File: src/rtl/alu_sched_pkg.sv
// alu_sched_pkg: shared widths, opcode encoding and command payload for the ALU scheduler
package alu_sched_pkg;
  localparam int N_REQ_DEFAULT = 4;
  localparam int DATA_W = 8;
  localparam int OPC_W = 2;
  typedef enum logic [OPC_W-1:0] {
    OP_ADD = 2'b00,
    OP_SUB = 2'b01,
    OP_AND = 2'b10,
    OP_OR  = 2'b11
  } alu_op_e;
  typedef struct packed {
    alu_op_e op;
    logic [DATA_W-1:0] a;
    logic [DATA_W-1:0] b;
  } alu_cmd_t;
endpackage

File: src/rtl/rr_arbiter.sv
// rr_arbiter: one-hot round-robin grant; search starts at ptr, ptr moves past each winner
module rr_arbiter #(
  parameter int N = 4
) (
  input  logic         clk,
  input  logic         rst,
  input  logic         en,
  input  logic [N-1:0] req,
  output logic [N-1:0] grant,
  output logic         accept
);
  localparam int PW = N > 1 ? $clog2(N) : 1;
  logic [PW-1:0] ptr, win;
  logic found;
  always_comb begin
    found = 1'b0;
    win = ptr;
    for (int k = 0; k < N; k++)
      if (!found && req[(int'(ptr) + k) % N]) begin
        found = 1'b1;
        win = PW'((int'(ptr) + k) % N);
      end
    accept = found && en && !rst;
    grant = accept ? (N'(1) << win) : '0;
  end
  always_ff @(posedge clk or posedge rst)
    if (rst) ptr <= '0;
    else if (accept) ptr <= (int'(win) == N - 1) ? '0 : win + 1'b1;
endmodule

File: src/rtl/alu_rr_scheduler.sv
// alu_rr_scheduler: round-robin sharing of one pipelined ALU among N_REQ requesters,
// with a tag pipeline that returns each result to its owner in accept order.
module alu_rr_scheduler
  import alu_sched_pkg::*;
#(
  parameter int N_REQ = N_REQ_DEFAULT,
  parameter int ALU_LAT = 2,
  localparam int IW = N_REQ > 1 ? $clog2(N_REQ) : 1
) (
  input  logic                    clk,
  input  logic                    rst,
  input  logic                    en,
  input  logic [N_REQ-1:0]        req_valid,
  output logic [N_REQ-1:0]        req_ready,
  input  logic [N_REQ*OPC_W-1:0]  req_opcode,
  input  logic [N_REQ*DATA_W-1:0] req_a,
  input  logic [N_REQ*DATA_W-1:0] req_b,
  output logic [OPC_W-1:0]        alu_opcode,
  output logic [DATA_W-1:0]       alu_a,
  output logic [DATA_W-1:0]       alu_b,
  input  logic [DATA_W-1:0]       alu_result,
  output logic                    rsp_valid,
  output logic [IW-1:0]           rsp_id,
  output logic [DATA_W-1:0]       rsp_data,
  output logic                    idle
);
  logic accept;
  logic [IW-1:0] sel_id;
  alu_cmd_t cmd, alu_cmd;
  // stage 0 holds the op whose operands sit on alu_*; stage ALU_LAT sees its result
  logic [ALU_LAT:0] tv;
  logic [ALU_LAT:0][IW-1:0] tid;
  rr_arbiter #(.N(N_REQ)) u_arb (
    .clk(clk),
    .rst(rst),
    .en(en),
    .req(req_valid),
    .grant(req_ready),
    .accept(accept)
  );
  always_comb begin
    sel_id = '0;
    cmd = '0;
    for (int i = 0; i < N_REQ; i++)
      if (req_ready[i]) begin
        sel_id = IW'(i);
        cmd = '{op: alu_op_e'(req_opcode[OPC_W*i +: OPC_W]), a: req_a[DATA_W*i +: DATA_W], b: req_b[DATA_W*i +: DATA_W]};
      end
  end
  always_ff @(posedge clk or posedge rst)
    if (rst) begin
      alu_cmd <= '0;
      tv <= '0;
      tid <= '0;
      rsp_valid <= 1'b0;
      rsp_id <= '0;
      rsp_data <= '0;
    end else begin
      if (accept) alu_cmd <= cmd;
      tv <= {tv[ALU_LAT-1:0], accept};
      tid <= {tid[ALU_LAT-1:0], sel_id};
      rsp_valid <= tv[ALU_LAT];
      if (tv[ALU_LAT]) begin
        rsp_id <= tid[ALU_LAT];
        rsp_data <= alu_result;
      end
    end
  assign alu_opcode = alu_cmd.op;
  assign alu_a = alu_cmd.a;
  assign alu_b = alu_cmd.b;
  assign idle = ~|tv & ~rsp_valid;
endmodule

File: config.mk
export PLATFORM = sky130hd
export DESIGN_NAME = alu_rr_scheduler
export DESIGN_NICKNAME = d
export VERILOG_FILES = /design/src/rtl/alu_sched_pkg.sv /design/src/rtl/rr_arbiter.sv /design/src/rtl/alu_rr_scheduler.sv
export SDC_FILE = /design/constraint.sdc
export NUM_CORES = 1
export LEC_CHECK = 0
export ABC_AREA = 1
export CORE_UTILIZATION = 41
export CTS_CLUSTER_DIAMETER = 150
export DETAILED_ROUTE_END_ITERATION = 8
export PLACE_DENSITY = 0.77
export SLEW_MARGIN = 20
export SYNTH_ARGS = -nofsm -noshare
export SYNTH_HDL_FRONTEND = slang
export SYNTH_SLANG_ARGS = --single-unit
File: constraint.sdc
create_clock -name clk -period 3.7 [get_ports clk]
set_input_delay 0.925 -clock clk [delete_from_list [all_inputs] [get_ports clk]]
set_output_delay 0.925 -clock clk [all_outputs]
set_load 0.02 [all_outputs]
==> metrics.txt <==
vias in the first global route 2563; most common cell after layout, fill and taps aside nand2_1; H-Tree Depth 2; I/O pin count around 120; Mean Syn Cell Area around 6.9 µm²; worst-path fanout max 4; Worst R2R Setup Slack 0.60 ns; Placeable Area 5960 µm²; Global Route Usage Sum 22.8%; Hold Crit Depth 0; post-route ant nets 0; antenna cells 0; CTS Root Cell clkbuf_8; pre-CTS setup slack -0.711 ns; Via Count approximately 2800; first-pass GRT wire length 11400 µm; Detailed Route Iter0 Violations 95; post-synthesis cell count 371; Die Span X 80.8 µm; worst setup margin 0.0139 ns; Critical Path RT around 2.8 ns; commonest non-fill, non-tap cells in the layout nand2_1, clkdlybuf4s50_1, nor2_1; area delta synth->final 66.0%; drc violations 0; Final Hold Vio Count 0; CTS buffer count 5; Final Setup Violations 0; Die Height 80.8 µm; Slew @ Worst Pin ~0.5 ns; Starting Density 42.7%; Max VDD drop 0.620 mV; WHS Endpoint tid[2]$_DFF_PP0_; Hold WC Path Type reg2reg; initial antenna violation count 0; largest net degree at the start of global routing 41; Slew Limit Fails 0; FF-to-FF path depth 20; Pwr per Cell Area 873 nW/µm²; CTS tree built; Critical Path AT 2.76 ns; Clock Tree Buf Depth 2; Skew-Pair Late Insertion Delay 0.28 ns; CP Class in2out; RSZ-0062 raised after global routing yes; Multi-input gate area 1430 µm²; placed cell area slightly below 4000 µm²; Yosys reg bits 40; sequential fraction of the synthesis area roughly two fifths; post-DP HPWL about 5500 µm; Filler Cells Inserted 510; I/O Buffers 120; max-cap viol count 0; leak pwr 0.00216 µW; Layout Nets between 600 and 700; Avg Vias per Cell approximately 4.7; crit end category output pin; layout cells sized above 1 roughly 18%; CTS clk-pin slew, worst paths 0.07 ns; GRT overflow 0; Non-Filler Instances 590; RR Startpoint u_arb.ptr[0]$_DFFE_PP0P_; Clock Sinks 40; Pre-Repair DR Iteration Count 4; r2r endpoint alu_opcode[1]$_DFFE_PP0P_; fin area 4220 µm²; # rows 28; global placement routability congestion 0.839; skew final 0.00240 ns; cell area after synthesis 2540 µm²; hold_sp tid[0]$_DFF_PP0_; Netlist cell types 28; number of cells after detailed placement 573; Slew HR roughly 67%; FMAX roughly 0.27 GHz; final worst path period share 99.6%; FF/Latch Area between 1000 and 1500 µm²; Final Critical Period 3.69 ns; Setup crit start kind input port; status complete, no violations; Mapped Nets roughly 460; drt wl/cell 12.5 µm; DIE AREA 6520 µm²; Synth warnings 0; Post-Route WL 7380 µm
Yosys cell counts:
| master | n | area [µm²] |
|---|---|---|
| nor2_4 | 2 | 22.5 |
| nor4_1 | 1 | 6.26 |
| nand3_1 | 18 | 90.1 |
| inv_1 | 32 | 120 |
| mux2_2 | 10 | 113 |
| a21oi_1 | 2 | 10.0 |
| clkbuf_1 | 5 | 18.8 |
| nand3_4 | 1 | 17.5 |
| o21ai_0 | 3 | 15.0 |
| buf_4 | 2 | 15.0 |
| buf_6 | 3 | 33.8 |
| inv_4 | 1 | 6.26 |
| nand4_1 | 14 | 87.6 |
| buf_2 | 4 | 20.0 |
| inv_2 | 4 | 15.0 |
| o21ai_2 | 1 | 8.76 |
| clkinv_1 | 4 | 15.0 |
| dfrtp_1 | 40 | 1000 |
| nor2_1 | 43 | 161 |
| or2_2 | 1 | 6.26 |
| ha_1 | 4 | 50.1 |
| o31ai_1 | 1 | 7.51 |
| xor2_1 | 2 | 17.5 |
| nand3_2 | 2 | 20.0 |
| nand2_4 | 1 | 11.3 |
| o21bai_1 | 1 | 7.51 |
| nand2_2 | 5 | 31.3 |
| nand2_1 | 164 | 616 |
worst max path at each step:
stage / start / endpoint / slack (ns) / cells after the start
floorplan: req_valid[3] / req_ready[3] / 0.22 / 12
global placement: req_valid[3] / req_ready[3] / -0.64 / 13
detailed placement: req_valid[3] / req_ready[3] / -0.71 / 13
CTS: req_valid[2] / req_ready[3] / 0.09 / 15
global route: req_valid[0] / req_ready[3] / -0.04 / 15
finish: req_valid[0] / req_ready[3] / 0.01 / 15
worst max-delay path, cell delays in order:
cell	delay, ns
dlygate4sd2_1	0.24
nand2_1	0.08
nand2_2	0.09
nand2_4	0.10
nand2_4	0.07
nor2_4	0.12
nand2_2	0.06
o21bai_1	0.21
xor2_1	0.18
buf_4	0.17
inv_2	0.06
ha_2	0.19
nand3_2	0.08
inv_2	0.05
buf_6	0.13
cell families after synthesis:
kind of cell             count (synthesis)  synth area share, %
flip-flops                              40                 39.4
XOR/XNOR                                 2                0.689
adder cells (fa/ha/maj)                  4                 1.97
AO/OA/AOI/OAI                            8                 1.92
multiplexers                            10                 4.43
AND/OR/NAND/NOR                        252                 42.1
buffers and inverters                   55                 9.59
layout make-up:
cell class                      instances  share of cell area [%]
Clock buffer                            6                    1.72
Multi-Input combinational cell        276                    33.8
Timing Repair Buffer                  150                    34.0
Inverter                               41                    3.70
Clock inverter                          2                   0.830
Tap cell                               75                    2.22
Sequential cell                        40                    23.7
metrics by stage:
stage,total power (µW),utilization (%),TNS [ns],hold WS (ns)
2_1_floorplan,2080,-,0,0.331
6_report,3690,70.9,0,0.350
3_3_place_gp,2890,65.8,-2.41,0.334
3_5_place_dp,2950,65.8,-2.68,0.336
5_1_grt,4010,70.9,-0.122,0.362
4_1_cts,3450,69.1,0,0.354
power by group:
group          internal [µW]  total, µW  switching, µW
registers                571        666           94.2
clock network            200        347            146
logic                   1190       2670           1480
total                   1960       3690           1720
state kept, by name, indices dropped and copies added, names as in the netlist:
| register | count |
|---|---|
| alu_a | 8 |
| alu_b | 8 |
| rsp_data | 8 |
| tid | 6 |
| tv | 3 |
| alu_opcode | 2 |
| rsp_id | 2 |
| u_arb.ptr | 2 |
| rsp_valid | 1 |
per-layer routing:
| layer | track usage [%] | part of all wire (%) |
|---|---|---|
| met1 | 29.1 | 43 |
| met2 | 40.1 | 51 |
| met3 | 3.26 | 4.5 |
| met4 | 6.43 | 1.8 |
| met5 | 0 | 0 |
timing repair:
item | 4_1_cts | 5_1_grt
pin swaps | 12 | 14
buffers inserted | 5 | 4
gates resized for setup | 45 | 18
setup endpoints to repair | 4 | 4
hold buffers | 0 | 0
Power figures use the tool's default switching activity.
